**src/rtl/dma_pkg.sv**
```systemverilog
// dma_pkg: shared DMA widths and requester index constants
package dma_pkg;
  localparam int DMA_AW = 22;
  localparam int DMA_DW = 8;
  localparam int DMA_REQ_SD = 0;
  localparam int DMA_REQ_ZX = 1;
endpackage

```
**src/rtl/dma_tag_fifo.sv**
```systemverilog
// dma_tag_fifo: synchronous FIFO of requester tags for outstanding DMA accesses
// ports: push/wd write a tag, pop drops the head, rd is the head, empty/full status
module dma_tag_fifo #(
  parameter int W = 2,
  parameter int DEPTH = 4
) (
  input  logic         clk,
  input  logic         rst_n,
  input  logic         push,
  input  logic         pop,
  input  logic [W-1:0] wd,
  output logic [W-1:0] rd,
  output logic         empty,
  output logic         full
);
  localparam int PW = $clog2(DEPTH);
  logic [W-1:0] mem [DEPTH];
  logic [PW:0] wp, rp;
  assign empty = wp == rp;
  assign full = (wp[PW] != rp[PW]) && (wp[PW-1:0] == rp[PW-1:0]);
  assign rd = mem[rp[PW-1:0]];
  always_ff @(posedge clk)
    if (push) mem[wp[PW-1:0]] <= wd;
  always_ff @(posedge clk or negedge rst_n)
    if (!rst_n) begin
      wp <= '0;
      rp <= '0;
    end else begin
      if (push) wp <= wp + 1'b1;
      if (pop) rp <= rp + 1'b1;
    end
endmodule

```
**src/rtl/dma_rr_arbiter.sv**
```systemverilog
// dma_rr_arbiter: round-robin sharing of one DMA sequencer port among N requesters
// ports: req/addr/wd/rnw in and ack/done/rd out per requester;
// mem_req/mem_addr/mem_wd/mem_rnw out and mem_ack/mem_end/mem_rd in to the sequencer; err sticky
module dma_rr_arbiter import dma_pkg::*; #(
  parameter int N = 4,
  parameter int AW = DMA_AW,
  parameter int DW = DMA_DW,
  parameter int BURST_MAX = 16,
  parameter int DEPTH = 4
) (
  input  logic          clk,
  input  logic          rst_n,
  input  logic [N-1:0]  req,
  input  logic [N*AW-1:0] addr,
  input  logic [N*DW-1:0] wd,
  input  logic [N-1:0]  rnw,
  output logic [N-1:0]  ack,
  output logic [N-1:0]  done,
  output logic [DW-1:0] rd,
  output logic          mem_req,
  output logic [AW-1:0] mem_addr,
  output logic [DW-1:0] mem_wd,
  output logic          mem_rnw,
  input  logic          mem_ack,
  input  logic          mem_end,
  input  logic [DW-1:0] mem_rd,
  output logic          err
);
  localparam int OW = $clog2(N);
  logic [OW-1:0] owner, head, sel;
  logic own_vld, empty, full, acc, push, pop, rearb;
  logic [7:0] bcnt;
  logic [OW:0] win;
  // returns {found, index}; scans owner+1 .. owner so the current owner has lowest priority
  function automatic logic [OW:0] rr_pick(input logic [N-1:0] r, input logic [OW-1:0] o);
    logic [OW:0] p;
    int j;
    p = '0;
    for (int k = N; k >= 1; k--) begin
      j = (int'(o) + k) % N;
      if (r[j]) p = {1'b1, OW'(j)};
    end
    return p;
  endfunction
  assign sel = own_vld ? owner : '0;
  assign mem_addr = addr[int'(sel)*AW +: AW];
  assign mem_wd = wd[int'(sel)*DW +: DW];
  assign mem_rnw = rnw[sel];
  assign rd = mem_rd;
  assign mem_req = own_vld && req[owner] && !full;
  assign acc = mem_ack && mem_req;
  // an end arriving with the ack on an empty FIFO belongs to that ack and is never stored
  assign push = acc && !(empty && mem_end);
  assign pop = mem_end && !empty;
  assign rearb = !own_vld || !req[owner] || (acc && bcnt == 8'(BURST_MAX - 1));
  assign win = rr_pick(req, owner);
  always_comb begin
    ack = '0;
    done = '0;
    for (int i = 0; i < N; i++) begin
      ack[i] = acc && owner == OW'(i);
      done[i] = mem_end && (empty ? acc && owner == OW'(i) : head == OW'(i));
    end
  end
  dma_tag_fifo #(.W(OW), .DEPTH(DEPTH)) u_fifo (
    .clk(clk),
    .rst_n(rst_n),
    .push(push),
    .pop(pop),
    .wd(owner),
    .rd(head),
    .empty(empty),
    .full(full)
  );
  always_ff @(posedge clk or negedge rst_n)
    if (!rst_n) begin
      owner <= OW'(N - 1);
      own_vld <= 1'b0;
      bcnt <= '0;
      err <= 1'b0;
    end else begin
      if ((mem_ack && !mem_req) || (mem_end && empty && !acc)) err <= 1'b1;
      if (rearb) begin
        own_vld <= win[OW];
        if (win[OW]) begin
          owner <= win[OW-1:0];
          bcnt <= '0;
        end
      end else if (acc) bcnt <= bcnt + 8'd1;
    end
endmodule
```
**config.mk**
```make
export PLATFORM = sky130hd
export DESIGN_NAME = dma_rr_arbiter
export DESIGN_NICKNAME = d
export VERILOG_FILES = /design/src/rtl/dma_pkg.sv /design/src/rtl/dma_tag_fifo.sv /design/src/rtl/dma_rr_arbiter.sv
export SDC_FILE = /design/constraint.sdc
export NUM_CORES = 1
export LEC_CHECK = 0
export ABC_CLOCK_PERIOD_IN_PS = 2200
export CORE_MARGIN = 2
export CORE_UTILIZATION = 32
export DETAILED_ROUTE_END_ITERATION = 16
export PLACE_DENSITY = 0.88
export SLEW_MARGIN = 20
export SYNTH_ARGS = -nofsm -noshare
export SYNTH_HDL_FRONTEND = slang
export SYNTH_HIERARCHICAL = 1
export SYNTH_SLANG_ARGS = --single-unit
```
**constraint.sdc**
```tcl
create_clock -name clk -period 2.2 [get_ports clk]
set_input_delay 0.44 -clock clk [delete_from_list [all_inputs] [get_ports clk]]
set_output_delay 0.44 -clock clk [all_outputs]
set_load 0.02 [all_outputs]
```
## Yosys cells after proc, flatten, opt, wreduce, memory -nomap -nowiden

Memories as Yosys holds them, arrays and structs flattened.
Cells that the tools add are included.

| operators by class | value |
|---|---|
| add/subtract/negate cells | 7 |
| multiply operators | 1 |
| $lt $le $gt $ge | 6 |
| equal/unequal tests | 11 |
| shifts and indexed selects | 2 |
| multiplexer cells | 30 |
| bitwise operators | 4 |
| reduce and logical (&&, ||, !) cells | 37 |

Operators with widths:

| operator | number |
|---|---|
| indexed part select 88 x 8 -> 22 bit | 1 |
| indexed part select 32 x 6 -> 8 bit | 1 |
| 2-to-1 mux 8 bit | 3 |
| logical AND 1 bit | 18 |
| less-than comparator 3 x 4 -> 1 bit, second input constant | 4 |
| 2-to-1 mux 1 bit | 16 |
| binary-select mux 1 bit (select 2 bit) | 6 |
| 2-to-1 mux 3 bit | 4 |
| adder 8 x 1 -> 8 bit, second input constant | 1 |
| == test 2 bit, second input constant | 4 |
| == test 8 x 4 -> 1 bit, second input constant | 1 |
| OR reduction 2 bit | 4 |
| zero test 1 bit | 7 |
| adder 3 x 1 -> 3 bit, second input constant | 2 |
| less-than comparator 2 x 3 -> 1 bit, second input constant | 2 |
| multiplier 2 x 4 -> 6 bit, second input constant | 1 |
| adder 2 x 1 -> 2 bit, second input constant | 2 |
| adder 2 bit, second input constant | 2 |
| bitwise AND 1 bit, first input constant | 4 |
| == test 2 x 1 -> 1 bit, second input constant | 2 |
| zero test 2 bit | 2 |
| AND reduction 2 bit | 2 |
| == test 3 bit | 1 |
| logical OR 1 bit | 3 |
| other kinds (5) | 5 |

| word-level totals | value |
|---|---|
| bits in registers | 18 |
| bits in writable memories | 8 |
| input bits | 140 |
| output and inout port bits | 49 |
| word-level logic and storage cells | 105 |
| memories | 1 |

Memories:

| name | depth | bits a word | rd ports | clocked after Yosys merged registers in | wr ports | RTL line | source |
|---|---|---|---|---|---|---|---|
| u_fifo.mem | 4 | 2 | 1 | 0 | 1 | dma_tag_fifo.sv:17 | `logic [W-1:0] mem [DEPTH];` |

## Longest topological paths before layout

| logic depth | value |
|---|---|
| word-level depth | 12 |
| mapped depth | 8 |
| depth with buffers taken out | 7 |

## Hierarchy

The synthesis kept the hierarchy.

By module, submodules not included:

| module | instances | cells an instance | area each (um^2) | seq. area each (um^2) |
|---|---|---|---|---|
| dma_rr_arbiter | 1 | 304 | 2028.2 | 302.8 |
| dma_tag_fifo | 1 | 40 | 635.6 | 390.4 |

## Least setup slack after synthesis

No wires, ideal clock.

| path | value |
|---|---|
| path kind | register -> output |
| from | reg owner[0] |
| to | out mem_addr[0] |
| data arrival time | 1.662 ns |
| required time | 1.760 ns |
| setup slack | 0.098 ns |
| stages on the path, launching flop included | 7 |
| buffers on the path | 3 |
| cells stage by stage | dfstp_2 -> buf_2 -> and2_1 -> clkbuf_1 -> buf_2 -> nand2_1 -> a31oi_1 |

| between the ends | value |
|---|---|
| word-level cells in the longest chain between the ends | 3 |

Ends and longest elaborated chain:

| element | RTL line | source |
|---|---|---|
| start: declaration | dma_rr_arbiter.sv:30 | `logic [OW-1:0] owner, head, sel;` |
| start signal: assignment | dma_rr_arbiter.sv:77 | `owner <= OW'(N - 1);` |
| start signal: assignment | dma_rr_arbiter.sv:86 | `owner <= win[OW-1:0];` |
| 2-to-1 mux 2 bit | dma_rr_arbiter.sv:45 | `assign sel = own_vld ? owner : '0;` |
| multiplier 2 x 4 -> 6 bit | dma_rr_arbiter.sv:46 | `assign mem_addr = addr[int'(sel)*AW +: AW];` |
| indexed part select 88 x 8 -> 22 bit | dma_rr_arbiter.sv:46 |  |
| end: declaration | dma_rr_arbiter.sv:21 | `output logic [AW-1:0] mem_addr,` |

Every way passes these cells.

## Worst setup path in the final report

| path | value |
|---|---|
| from | reg u_fifo.rp[0] |
| to | out done[1] |

| between the ends | value |
|---|---|
| elaborated cells between the ends (all ways) | 11 |
| classes of those cells | eq/ne: 3; mux: 1; reduce/logical: 6; memory: 1 |

RTL lines:

| element | RTL line | source |
|---|---|---|
| start: declaration | dma_tag_fifo.sv:18 | `logic [PW:0] wp, rp;` |
| start signal: assignment | dma_tag_fifo.sv:30 | `if (pop) rp <= rp + 1'b1;` |
| memory (4 x 2 bit) | n/a |  |
| via head[1] | dma_rr_arbiter.sv:30 |  |
| == test 2 x 1 -> 1 bit | dma_rr_arbiter.sv:62 | `done[i] = mem_end && (empty ? acc && owner == OW'(i) : head == OW'(i));` |
| 2-to-1 mux 1 bit | dma_rr_arbiter.sv:62 |  |
| logical AND 1 bit | dma_rr_arbiter.sv:62 |  |
| end: declaration | dma_rr_arbiter.sv:18 | `output logic [N-1:0] done,` |

The timed path passes the listed nets, and every way through them passes these cells.

==> flow_summary_export.csv <==
group,metric,value,unit
clock_network,cts_buffers,3,
global_route,grt_usage,20.6,%
global_route,antenna_found_initial,0,
layout,mostFrequentLayoutCells,"clkdlybuf4s50_1, nand2_1, buf_4, and2_1, a31oi_1",
place,place.gp.congestion,0.886,
layout,syn_to_final_growth,89.9,%
synth,synth-seq-cells,26,
global_route,grt_pass1_wl,15100,um
synth,synthDistinctLibCells,51,
route,drtIter0Drc,87,
floorplanning,core.rowCount,33,
clock_network,clock_sinks,26,
power_and_ir_drop,power_density,1230,nW/um^2
power_and_ir_drop,power.total,6220,uW
critical_path,crit_fanout,4,
clock_network,h-tree-depth,1,
power_and_ir_drop,p_int,3220,uW
synth,ys_seq_area_share,26.0,%
layout,n_antenna_cell,0,
floorplanning,dieArea,9070,um^2
place,io_buffers,172,
clock_network,cts_root_buffer,"clkbuf_8",
place,dp_hpwl,7450,um
clock_network,clk_latency,270,ps
synth,synth-edff-count,8,
route,vias,3391,
clock_network,clkTransAtPathRegs,90,ps
floorplanning,core_area,8130,um^2
route,avgViaCountPerCell,5.24,
power_and_ir_drop,switching_share,48.2,%
critical_path,crit_path_end_kind,"output pin",
floorplanning,initial_core_util,32.7,%
floorplanning,io-pin-count,189,
route,wl_per_cell,16.5,um
layout,mostFrequentLayoutCell,"clkdlybuf4s50_1",
timing,period_needed,2310,ps
power_and_ir_drop,p_leak,0.00209,uW
layout,nets,693,
route,ant_nets,0,
status,status,"finished, violations left",
timing,rsz0062_at_grt,"true",
critical_path,required,1760,ps
status,violations,"setup timing",
synth,netlist_instances,344,
critical_path,cp_data_arrival_time,1870,ps
floorplanning,die_h,95.2,um
timing,finClkSkew,8.70,ps
clock_network,hold_buffers,0,
timing,fmaxAchievable,0.434,GHz
layout,drive_above_1_share,27.7,%
synth,syn-cell-area,2660,um^2
global_route,grt_max_degree,32,
timing,fin_crit_sh,105,%
critical_path,criticalPathCategory,"flip-flop to output pin",
power_and_ir_drop,irDropWorstVdd,0.509,mV
timing,finalMaxSlewViolations,0,
synth,yosysWarnings,6,
synth,netlist.area_leader.share,15.0,%
timing,setup_viol,15,
layout,fin_util,62.2,%
clock_network,cts_tree,"built",
floorplanning,die_w,95.2,um
power_and_ir_drop,clock_power_share,4.9,%
timing,hold_violations,0,
global_route,grt.overflow.total,0,
route,drt_pass1_iterations,4,
synth,synth_area_leaders,"dfrtp_1, nand2_1, and2_1, a211oi_1, edfxtp_1",
flow_run,maxCapViolCount,0,
power_and_ir_drop,comb_power_share,82.5,%
timing,relSlewSlack,76.0,%
synth,ys_async_sr_fraction,69.2,%
synth,syn_nets,494,
route,wl,10700,um
synth,synthFlopType,"dfrtp_1",
synth,syn_area_per_cell,7.74,um^2
power_and_ir_drop,switchingPower,3000,uW
clock_network,clk_path_buf_depth,2,
timing,tightest_slew,358,ps
synth,synth_area_leader_cell,"dfrtp_1",
route,route.detailed.drc,0,
power_and_ir_drop,seqPwrFrac,12.6,%
timing,setup_ws,-107,ps
worst_hold_path,min_path_type,"primary input to asynchronous set/reset pin",
critical_path,crit_path_start_kind,"flip-flop",
global_route,grt_pass1_vias,3269,
-- layout make-up --
type                       count  area (um^2)
clock buffer                   4         55.1
fill                         678         3070
inverter                       6         30.0
multi-input combinational    279         1990
sequential                    26          694
tap                          105          131
timing repair buffer         227         2160
-- logic make-up after synthesis --
logic type / after synthesis / share of synthesized area, %
DFF: 26 / 26.0
and+or+nand+nor: 151 / 28.6
buffers and inverters: 39 / 7.47
AOI/OAI and AO/OA: 103 / 26.6
xor gates and xnor gates: 7 / 2.30
muxes: 8 / 4.32
adders and majority gates: 10 / 4.70
-- flip-flops by register name, indices dropped and copies added (netlist names) --
signal / count
u_fifo/wp: 3
owner: 2
u_fifo/mem: 8
u_fifo/rp: 3
own_vld: 1
err: 1
bcnt: 8
-- per-layer routing --
metal / global-route usage (%) / wire (um)
met3: 3.24 / 578
met1: 23.9 / 4220
met2: 39.3 / 5760
met4: 4.71 / 146
met5: 0 / 0
-- through the flow --
stage / hold WS, ps / setup TNS, ps / setup WS, ps / instances / instance area (um^2)
finish: 490 / -495 / -107 / 647 / 5060
global route: 511 / -2550 / -186 / 647 / 5060
CTS: 490 / -296 / -86.8 / 635 / 4730
detailed placement: 466 / -10380 / -658 / 627 / 4680
global placement: 460 / -9320 / -573 / 627 / 4680
floorplan: 144 / 0 / 97.5 / 344 / 2660
-- power by group through the flow --
stage,clock [uW],combinational (uW),sequential [uW]
2_1_floorplan,0,2490,771
3_3_place_gp,0,4420,749
3_5_place_dp,0,4510,760
4_1_cts,310,4440,760
5_1_grt,330,5450,798
6_report,306,5130,783
-- path summary, 6_finish.rpt --
| path | slack [ps] | cells after the start | startpoint | end |
|---|---|---|---|---|
| setup reg to reg | 70 | 9 | u_fifo/wp[1] | u_fifo/mem[2][1] |
| hold / removal | 490 | 2 | rst_n | bcnt[5] |
| setup / recovery | -110 | 5 | u_fifo/rp[0] | done[1] |
| min in group clk | 490 | 1 | err | err |
| max in group asynchronous | 1450 | 2 | rst_n | owner[0] |
| hold reg to reg | 490 | 1 | err | err |
-- Yosys cell counts, drive strengths merged (2+ instances only) --
library cell / number
or3: 2
nor2: 7
mux2: 2
dfstp: 2
nand2b: 5
nand3: 3
nor2b: 7
xor2: 5
buf: 16
nor3: 6
mux2i: 4
nand2: 72
ha: 10
xnor2: 2
inv: 6
mux4: 2
and2: 41
a31oi: 37
o31ai: 3
nor3b: 3
edfxtp: 8
o21ai: 12
a41oi: 2
dfrtp: 16
a21oi: 8
clkbuf: 17
a211oi: 32
-- critical path, cell delays in order, from the launching register on --
cell     delay, ps
dfrtp_2        430
mux4_2         570
nor3b_2        290
a31oi_4         40
nor2b_1        120
buf_4          150
-- repair_timing --
action	in CTS	in global routing
pin swaps	4	8
buffers inserted	3	6
cloned	1	6
gates resized for setup	224	38
endpoints found under the setup margin	40	42
Power figures use the tool's default switching activity.
